[config.mk]
export PLATFORM = sky130hd
export DESIGN_NAME = q3b_x_serializer
export DESIGN_NICKNAME = d
export VERILOG_FILES = /design/src/rtl/q3b_x_serializer.sv
export SDC_FILE = /design/constraint.sdc
export NUM_CORES = 1
export LEC_CHECK = 0
export CAP_MARGIN = 10
export CORE_MARGIN = 2
export CORE_UTILIZATION = 51
export DETAILED_ROUTE_END_ITERATION = 16
export PLACE_DENSITY = 0.82
export SLEW_MARGIN = 0
export SYNTH_ARGS = -nofsm -noshare
export SYNTH_HDL_FRONTEND = slang
export SYNTH_SLANG_ARGS = --single-unit
[constraint.sdc]
create_clock -name clk -period 1.82 [get_ports clk]
set_clock_uncertainty 0.15 [all_clocks]
set_input_delay 0.364 -clock clk [delete_from_list [all_inputs] [get_ports clk]]
set_output_delay 0.364 -clock clk [all_outputs]
set_load 0.05 [all_outputs]
[src/rtl/q3b_x_serializer.sv]
// Serializes W-bit words LSB-first onto x and runs a shadow copy of the q3b receiver FSM.
// z_pred tracks the receiver's z cycle-for-cycle, and ones_cnt reports the z=1 results per word.
//   state | meaning
//   IDLE  | line idle (x=0), ready to accept a word
//   SHIFT | driving one data bit per cycle, LSB first
module q3b_x_serializer #(
    parameter int W  = 8,
    parameter int CW = $clog2(W + 1)
) (
    input  logic          clk,
    input  logic          reset,
    input  logic [W-1:0]  in_data,
    input  logic          in_valid,
    output logic          in_ready,
    output logic          x,
    output logic          x_active,
    output logic          z_pred,
    output logic          done,
    output logic [CW-1:0] ones_cnt
);

    typedef enum logic {IDLE, SHIFT} ctl_t;

    ctl_t          state, state_nx;
    logic [W-1:0]  shreg, shreg_nx;
    logic [CW-1:0] bit_cnt, bit_cnt_nx;
    logic [CW-1:0] run_cnt, run_cnt_nx;
    logic [CW-1:0] ones_nx;
    logic [2:0]    sh, sh_nx;
    logic          x_nx, xa_nx, done_nx;

    function automatic logic [2:0] shadow_next(input logic [2:0] s, input logic b);
        case (s)
            3'b000:  return b ? 3'b001 : 3'b000;
            3'b001:  return b ? 3'b100 : 3'b001;
            3'b010:  return b ? 3'b001 : 3'b010;
            3'b011:  return b ? 3'b010 : 3'b001;
            3'b100:  return b ? 3'b100 : 3'b011;
            default: return 3'b000;
        endcase
    endfunction

    function automatic logic z_of(input logic [2:0] s);
        return (s == 3'b011) || (s == 3'b100);
    endfunction

    always_comb begin
        state_nx   = state;
        shreg_nx   = shreg;
        bit_cnt_nx = bit_cnt;
        run_cnt_nx = run_cnt;
        ones_nx    = ones_cnt;
        x_nx       = x;
        xa_nx      = x_active;
        done_nx    = 1'b0;
        in_ready   = (state == IDLE);
        // The shadow sees every x value the receiver sees, idle zeros included.
        sh_nx      = shadow_next(sh, x);
        case (state)
            IDLE: begin
                x_nx  = 1'b0;
                xa_nx = 1'b0;
                if (in_valid) begin
                    shreg_nx   = in_data;
                    bit_cnt_nx = CW'(W - 1);
                    run_cnt_nx = '0;
                    x_nx       = in_data[0];
                    xa_nx      = 1'b1;
                    state_nx   = SHIFT;
                end
            end
            SHIFT: begin
                run_cnt_nx = run_cnt + CW'(z_of(sh_nx));
                if (bit_cnt == '0) begin
                    state_nx = IDLE;
                    x_nx     = 1'b0;
                    xa_nx    = 1'b0;
                    done_nx  = 1'b1;
                    ones_nx  = run_cnt_nx;
                end else begin
                    bit_cnt_nx = bit_cnt - 1'b1;
                    shreg_nx   = shreg >> 1;
                    x_nx       = shreg[1];
                end
            end
            default: state_nx = IDLE;
        endcase
    end

    always_ff @(posedge clk) begin
        if (reset) begin
            state    <= IDLE;
            shreg    <= '0;
            bit_cnt  <= '0;
            run_cnt  <= '0;
            ones_cnt <= '0;
            sh       <= 3'b000;
            x        <= 1'b0;
            x_active <= 1'b0;
            z_pred   <= 1'b0;
            done     <= 1'b0;
        end else begin
            state    <= state_nx;
            shreg    <= shreg_nx;
            bit_cnt  <= bit_cnt_nx;
            run_cnt  <= run_cnt_nx;
            ones_cnt <= ones_nx;
            sh       <= sh_nx;
            x        <= x_nx;
            x_active <= xa_nx;
            z_pred   <= z_of(sh_nx);
            done     <= done_nx;
        end
    end

endmodule

### Word level (Yosys, flattened, before mapping)

Cells that the tools add are included.

* bits in registers: 28
* bits of input ports: 11
* output and inout port bits: 9
* word-level logic and storage cells: 51

* $add $sub $neg: 2
* equality and inequality tests: 9
* multiplexer cells: 23
* bitwise gates (word level): 1
* reduce and logical (&&, ||, !) cells: 6

Operators by type and width (number)
* $mux 8: 2
* $pmux 4 s2: 2
* $pmux 8 s2: 1
* $pmux 3 s5: 1
* $mux 4: 3
* $eq 3x2->1 const B: 3
* $mux 1: 7
* $eq 3x3->1 const B: 2
* $mux 3: 2
* $pmux 1 s2: 3
* $add 4x1->4: 1
* $logic_not 4->1: 1
* $mux 2: 2
* $ne 2x2->1 const B: 2
* $reduce_and 2->1: 2
* $sub 4x1->4 const B: 1
* $eq 3x1->1 const B: 1
* $logic_not 3->1: 1
* $ne 2x1->1 const B: 1
* $reduce_or 2->1: 1
* $logic_or 1x1->1: 1
* $not 1->1: 1

### Depth between registers and ports, before layout

Gate-level depths: netlist of run 1.

* word-level depth: 6
* gate-level depth with buffers: 7
* depth with buffers taken out: 7

### Worst setup path after synthesis of run 1

No wires, ideal clock.

* kind: flip-flop to flip-flop
* start point: reg x
* end point: reg run_cnt[2]
* setup time: 0.132 ns
* data arrival time: 1.571 ns
* data required time: 1.538 ns
* path slack: -0.033 ns
* cell stages (with the launch flop): 8
* buffers on the path: 0
* period minus slack after synthesis: 1.853 ns
* cells stage by stage: dfxtp_1 nand3b_1 a21oi_1 ha_1 ha_1 nor2b_1 o21ai_0 a21oi_1

* word-level cells in the longest chain between the ends: 6
* elaborated cells on any way between the ends: 11
* classes of those cells: add/sub (1); eq/ne (2); mux (7); reduce/logical (1)

RTL lines
* from (decl): RTL line 15 `output logic x,`
* from (signal assigned): RTL line 109 `x <= x_nx;`
* $mux 3 (tied with other cells): RTL line 38 `3'b100: return b ? 3'b100 : 3'b011;`
* $pmux 3 s5 *: RTL line 33 `case (s)`
* $eq 3x2->1 or $eq 3x3->1 (tied branches): RTL line 44 `return (s == 3'b011) || (s == 3'b100);`
* $logic_or 1x1->1 *: RTL line 44
* $add 4x1->4 *: RTL line 73 `run_cnt_nx = run_cnt + CW'(z_of(sh_nx));`
* $pmux 4 s2 *: RTL line 59 `case (state)`
* to (signal assigned): RTL line 106 `run_cnt <= run_cnt_nx;`
* to (decl): RTL line 27 `logic [CW-1:0] run_cnt, run_cnt_nx;`

Every way passes the cells marked *; elsewhere a longest branch is shown, timed or not.
A chain may end at the register's enable or synchronous reset.

### Worst setup path after layout of run 1

* start point: reg sh[2]
* end point: reg run_cnt[2]

* word-level cells in the longest chain between the ends: 6
* elaborated cells on any way between the ends: 11
* classes of those cells: add/sub (1); eq/ne (6); mux (2); reduce/logical (2)

RTL lines
* from (decl): RTL line 29 `logic [2:0] sh, sh_nx;`
* from (signal assigned): RTL line 108 `sh <= sh_nx;`
* $eq 3x3->1 (tied with other cells): RTL line 33
* $pmux 3 s5 *: RTL line 33
* $eq 3x2->1 or $eq 3x3->1 (tied branches): RTL line 44
* $logic_or 1x1->1 *: RTL line 44
* $add 4x1->4 *: RTL line 73
* $pmux 4 s2 *: RTL line 59

Marks and branches as above.

==> impl_metrics.ini, run 1 <==
[floorplan]
die_w_microns = 52.4
die-area_sq_um = 2740
start_util = 0.540
num_rows = 17
fp.dieH_microns = 52.4
core_sq_um = 2210
boundaryPins = 20

[critical_path]
endpoint_kind = flip-flop
critPathArrivalTime_ns = 1.82
cp.required_ns = 1.92
crit_family = compound AO/OA/AOI/OAI gates
cp_common_cell = ha_1
critPathMaxFanout = 5
cp_slowest_stage_delay_ns = 0.38
crit_chain = nand3b_1, a21oi_2, ha_1, ha_1, nor2b_1, o21ai_0, a21oi_1
path_buf_inv = 0
critPathKind = reg2reg
slowest_stage = dfxtp_1
ff2ff_setup_slack_ns = 0.1
critPathLaunchType = flip-flop

[route]
vias = 985
remaining_drc_errors = 0
wl_microns = 2430
vias_per_cell = 5.53
wl_per_cell_microns = 13.6
ant_nets = 0
first_iter_violations = 20
drtPass1Iterations = 4

[grt]
grt_max_degree = 17
antenna_found_initial = 0
grt_pass1_wl_microns = 3840
grt_pass1_vias = 914
grt.total_usage = 0.191
overflow = 0

[logic_synthesis]
syn_inst = 128
ys_seq_elements = 27
synth_cell_type_count = 35
syn-num-nets = 142
synth.largest_area_cell = dfxtp_1
synthXorXnorAreaFrac = 0.0294
synth_top_family_by_area = simple AND/OR/NAND/NOR gates
synth_warnings = 0
syn_area_per_cell_sq_um = 9.33
synth_area_sq_um = 1190
synth-compound-area-share = 0.179
yosys.area_share.simple = 0.198
synth.yosys.seq_area_share = 0.453
synthMuxAreaShare = 0.0587
synth.area.top_cells = dfxtp_1, a21oi_1, mux2i_1
synthAdderAreaFrac = 0.0314
synth_top_cell_area_share = 0.453

[place]
gp_congestion = 0.814
numPortBuffers = 19
dp.cells = 174
dp_hpwl_microns = 1780

[timing]
slew_viol_final = 0
fmax_mhz = 581
relSlewSlack = 0.774
finalHoldViolCount = 0
min_period_ns = 1.72
rsz0062_at_grt = false
setup-violations-final = 0
finalCritPeriodShare = 0.946
setup_tns_ns = 0
tightest_slew_ns = 0.339

[clock_network]
numCtsBuffers = 3
cts_max_path_buffers = 2
cts_hold_buf = 0
cts_resized = 0
path_clk_slew_ns = 0.16
tritoncts = yes
clock-sinks = 27
cts_setup_buffers = 0
h-tree-depth = 1
worst_skew_pair.late_latency_ns = 0.34
clockRootBuffer = clkbuf_4

[run_status]
status = complete, no violations

[layout]
syn_to_final_growth_pct = 21.0
layout-drive-gt1-share = 0.180
antennaDiodeCount = 0
stdcell_count = 178
layout.nets = 165
final_common_cell = dfxtp_1
mostFrequentLayoutCells = dfxtp_1, a21oi_1, buf_4

[job]
drv_cap = 0

[power_and_ir_drop]
cellPowerDensity_nw_per_um2 = 851
p_leak_nw = 0.551
worst_ir_drop_vdd_uv = 501

[min_path]
hp-class = reg2reg
-- power by group --
| group | internal, mW | switching, mW | leakage, nW |
|---|---|---|---|
| logic | 0.124 | 0.155 | 0.315 |
| clock network | 0.0843 | 0.192 | 0.0139 |
| registers | 0.638 | 0.0357 | 0.222 |
-- per-layer routing --
layer	track usage	part of all wire	vias up
li1	-	-	500
met1	0.238	0.47	449
met2	0.315	0.46	29
met3	0.0257	0.046	7
met4	0.103	0.023	0
met5	0	0	-
-- final timing paths --
path                               to  cells past startpoint                startpoint
max reg2reg   run_cnt[2]$_SDFFE_PP0P_                      7          sh[2]$_SDFF_PP0_
max           run_cnt[2]$_SDFFE_PP0P_                      7          sh[2]$_SDFF_PP0_
min          ones_cnt[1]$_SDFFE_PP0P_                      2  ones_cnt[1]$_SDFFE_PP0P_
min reg2reg  ones_cnt[1]$_SDFFE_PP0P_                      2  ones_cnt[1]$_SDFFE_PP0P_
-- sequential cells by signal, summed over array words and instances, names as in the netlist --
signal    flops
shreg         7
z_pred        1
ones_cnt      4
state         1
x_active      1
sh            3
done          1
x             1
bit_cnt       4
run_cnt       4
-- cell usage after synthesis (all sizes together) --
cell,n
dfxtp,27
a21oi,18
a211oi,7
mux2i,7
nor2,7
buf,6
nand2,6
o21ai,5
inv,4
nand3b,4
ha,3
nand2b,3
nand3,3
nor2b,3
xnor2,3
a311oi,2
a31oi,2
clkbuf,2
nor3,2
nor3b,2
or2,2
or3,2
a32oi,1
and2,1
and4bb,1
nand4bb,1
nor4b,1
o21a,1
or3b,1
xor2,1
-- worst min-delay path: stages (launching register included) --
cell and delay [ns]:
dfxtp_1 0.35, nand2_1 0.05, a21oi_1 0.05
-- layout make-up --
type / instances / area, sq um
flip-flops and latches: 27 / 542
inverters: 4 / 15.0
clock buffers: 3 / 22.5
multi-input cells: 89 / 602
well taps: 28 / 35.0
fillers: 207 / 768
repair buffers: 26 / 220
clock inverters: 1 / 7.51
-- metrics by stage --
step            util  area, sq um  power (mW)  setup WS (ns)  hold WS, ns
3_5_place_dp   0.635         1410       0.959        0.00663        0.298
2_1_floorplan      -         1190       0.876          0.158        0.286
4_1_cts        0.649         1440        1.23         0.0315        0.320
6_report       0.653         1440        1.23         0.0985        0.319
5_1_grt        0.653         1440        1.28        0.00903        0.353
3_3_place_gp   0.635         1410       0.950         0.0443        0.293
-- logic make-up (layout without fill, tap and decap cells) --
family | count (synthesis) | after routing
AO/OA/AOI/OAI | 36 | 36
XOR/XNOR | 4 | 4
adder cells (fa/ha/maj) | 3 | 3
buffers and inverters | 12 | 34
flip-flops | 27 | 27
multiplexers | 7 | 7
AND/OR/NAND/NOR | 39 | 39
No activity file was read; power rests on OpenSTA's default activity.
==> run 2, diff against run 1 <==
CORE_ASPECT_RATIO = 0.9   (was default)
==> impl_metrics.ini, run 2 (synthesis gave the netlist of run 1 again) <==
[run_status]
status = complete, no violations

[floorplan]
boundaryPins = 20
die-area_sq_um = 2740
die_w_microns = 55.0
start_util = 0.542
fp.dieH_microns = 49.9
core_sq_um = 2200
num_rows = 16

[grt]
antenna_found_initial = 0
grt_max_degree = 22
grt_pass1_wl_microns = 4110
grt_pass1_vias = 958
grt.total_usage = 0.204
overflow = 0

[timing]
setup-violations-final = 0
finalHoldViolCount = 0
rsz0062_at_grt = false
relSlewSlack = 0.780
min_period_ns = 1.70
finalCritPeriodShare = 0.932
tightest_slew_ns = 0.330
fmax_mhz = 590
slew_viol_final = 0

[clock_network]
h-tree-depth = 1
path_clk_slew_ns = 0.14
cts_setup_buffers = 0
worst_skew_pair.late_latency_ns = 0.32
clockRootBuffer = clkbuf_4
clock-sinks = 27
tritoncts = yes
cts_max_path_buffers = 2
numCtsBuffers = 3

[job]
drv_cap = 0

[place]
numPortBuffers = 19
dp_hpwl_microns = 1900
dp.cells = 172
gp_congestion = 0.897

[route]
remaining_drc_errors = 0
wl_microns = 2520
vias_per_cell = 5.72
vias = 1006
first_iter_violations = 18
wl_per_cell_microns = 14.3
drtPass1Iterations = 4
ant_nets = 0

[power_and_ir_drop]
worst_ir_drop_vdd_uv = 562
p_leak_nw = 0.555
cellPowerDensity_nw_per_um2 = 840
totalPowerFinal_mw = 1.21

[critical_path]
slowest_stage = dfxtp_1
cp.required_ns = 1.88
path_buf_inv = 1
critPathKind = reg2reg
endpoint_kind = flip-flop
critPathLaunchType = flip-flop
critPathArrivalTime_ns = 1.75
crit_family = simple AND/OR/NAND/NOR gates
cp_slowest_stage_delay_ns = 0.40
critPathMaxFanout = 8
crit_chain = inv_1, ha_1, and4bb_2, nor2_2, a211oi_1

[layout]
mostFrequentLayoutCells = dfxtp_1, a21oi_1, buf_4
largest_reg_flops = 7
final_common_cell = dfxtp_1
regMostFlops = shreg
stdcell_count = 176
layout.nets = 164
layout-drive-gt1-share = 0.181
syn_to_final_growth_pct = 21.2
antennaDiodeCount = 0

[min_path]
hp-class = reg2reg
run 2: cell count changes in the layout (fill, tap and decap cells not counted), sizes merged:
cell / previous run / this run
clkinv: 0 / 1
clkinvlp: 1 / 0
buf: 16 / 15
run 2: area by class of cell:
class                   count  area, sq um
clock buffers               3         22.5
clock inverters             1         5.00
fillers                   202          756
inverters                   4         15.0
multi-input cells          89          602
flip-flops and latches     27          543
well taps                  27         33.8
repair buffers             25          225
run 2: timing repair:
action / CTS / global route
setup endpoints to repair: 0 / 10
gates resized for setup: 0 / 4
hold buffers: 0 / 0
run 2: worst paths after layout:
check	slack, ns	startpoint	endpoint	depth (start not counted)
setup / recovery	0.12	bit_cnt[0]$_SDFFE_PP0P_	shreg[6]$_SDFFE_PP0P_	5
hold / removal	0.33	ones_cnt[1]$_SDFFE_PP0P_	ones_cnt[1]$_SDFFE_PP0P_	2
setup reg to reg	0.12	bit_cnt[0]$_SDFFE_PP0P_	shreg[6]$_SDFFE_PP0P_	5
hold reg to reg	0.33	ones_cnt[1]$_SDFFE_PP0P_	ones_cnt[1]$_SDFFE_PP0P_	2
run 2: layer usage:
layer  GRT usage  wire length (microns)
met4      0.0407                     12
met5           0                      0
met2       0.345                   1310
met3      0.0576                    105
met1       0.252                   1090
run 2: worst register-to-register path, cell delays in order, from the launching register on:
cell,delay [ns]
dfxtp_1,0.40
inv_1,0.06
ha_1,0.26
and4bb_2,0.34
nor2_2,0.25
a211oi_1,0.12
run 2: power by group:
group / internal (mW) / switching [mW]
Sequential: 0.638 / 0.0362
Combinational: 0.126 / 0.160
Clock: 0.0824 / 0.172
run 2: metrics by stage:
| step | worst slack, ns | utilization | area, sq um | setup TNS (ns) | hold WS, ns |
|---|---|---|---|---|---|
| after floorplan | 0.158 | - | 1190 | 0 | 0.286 |
| final | 0.124 | 0.657 | 1450 | 0 | 0.328 |
| after detailed placement | -0.00872 | 0.640 | 1410 | -0.00872 | 0.313 |
| after global routing | 0.0253 | 0.657 | 1450 | 0 | 0.354 |
| after global placement | 0.0669 | 0.640 | 1410 | 0 | 0.299 |
| after CTS | 0.0525 | 0.652 | 1440 | 0 | 0.332 |
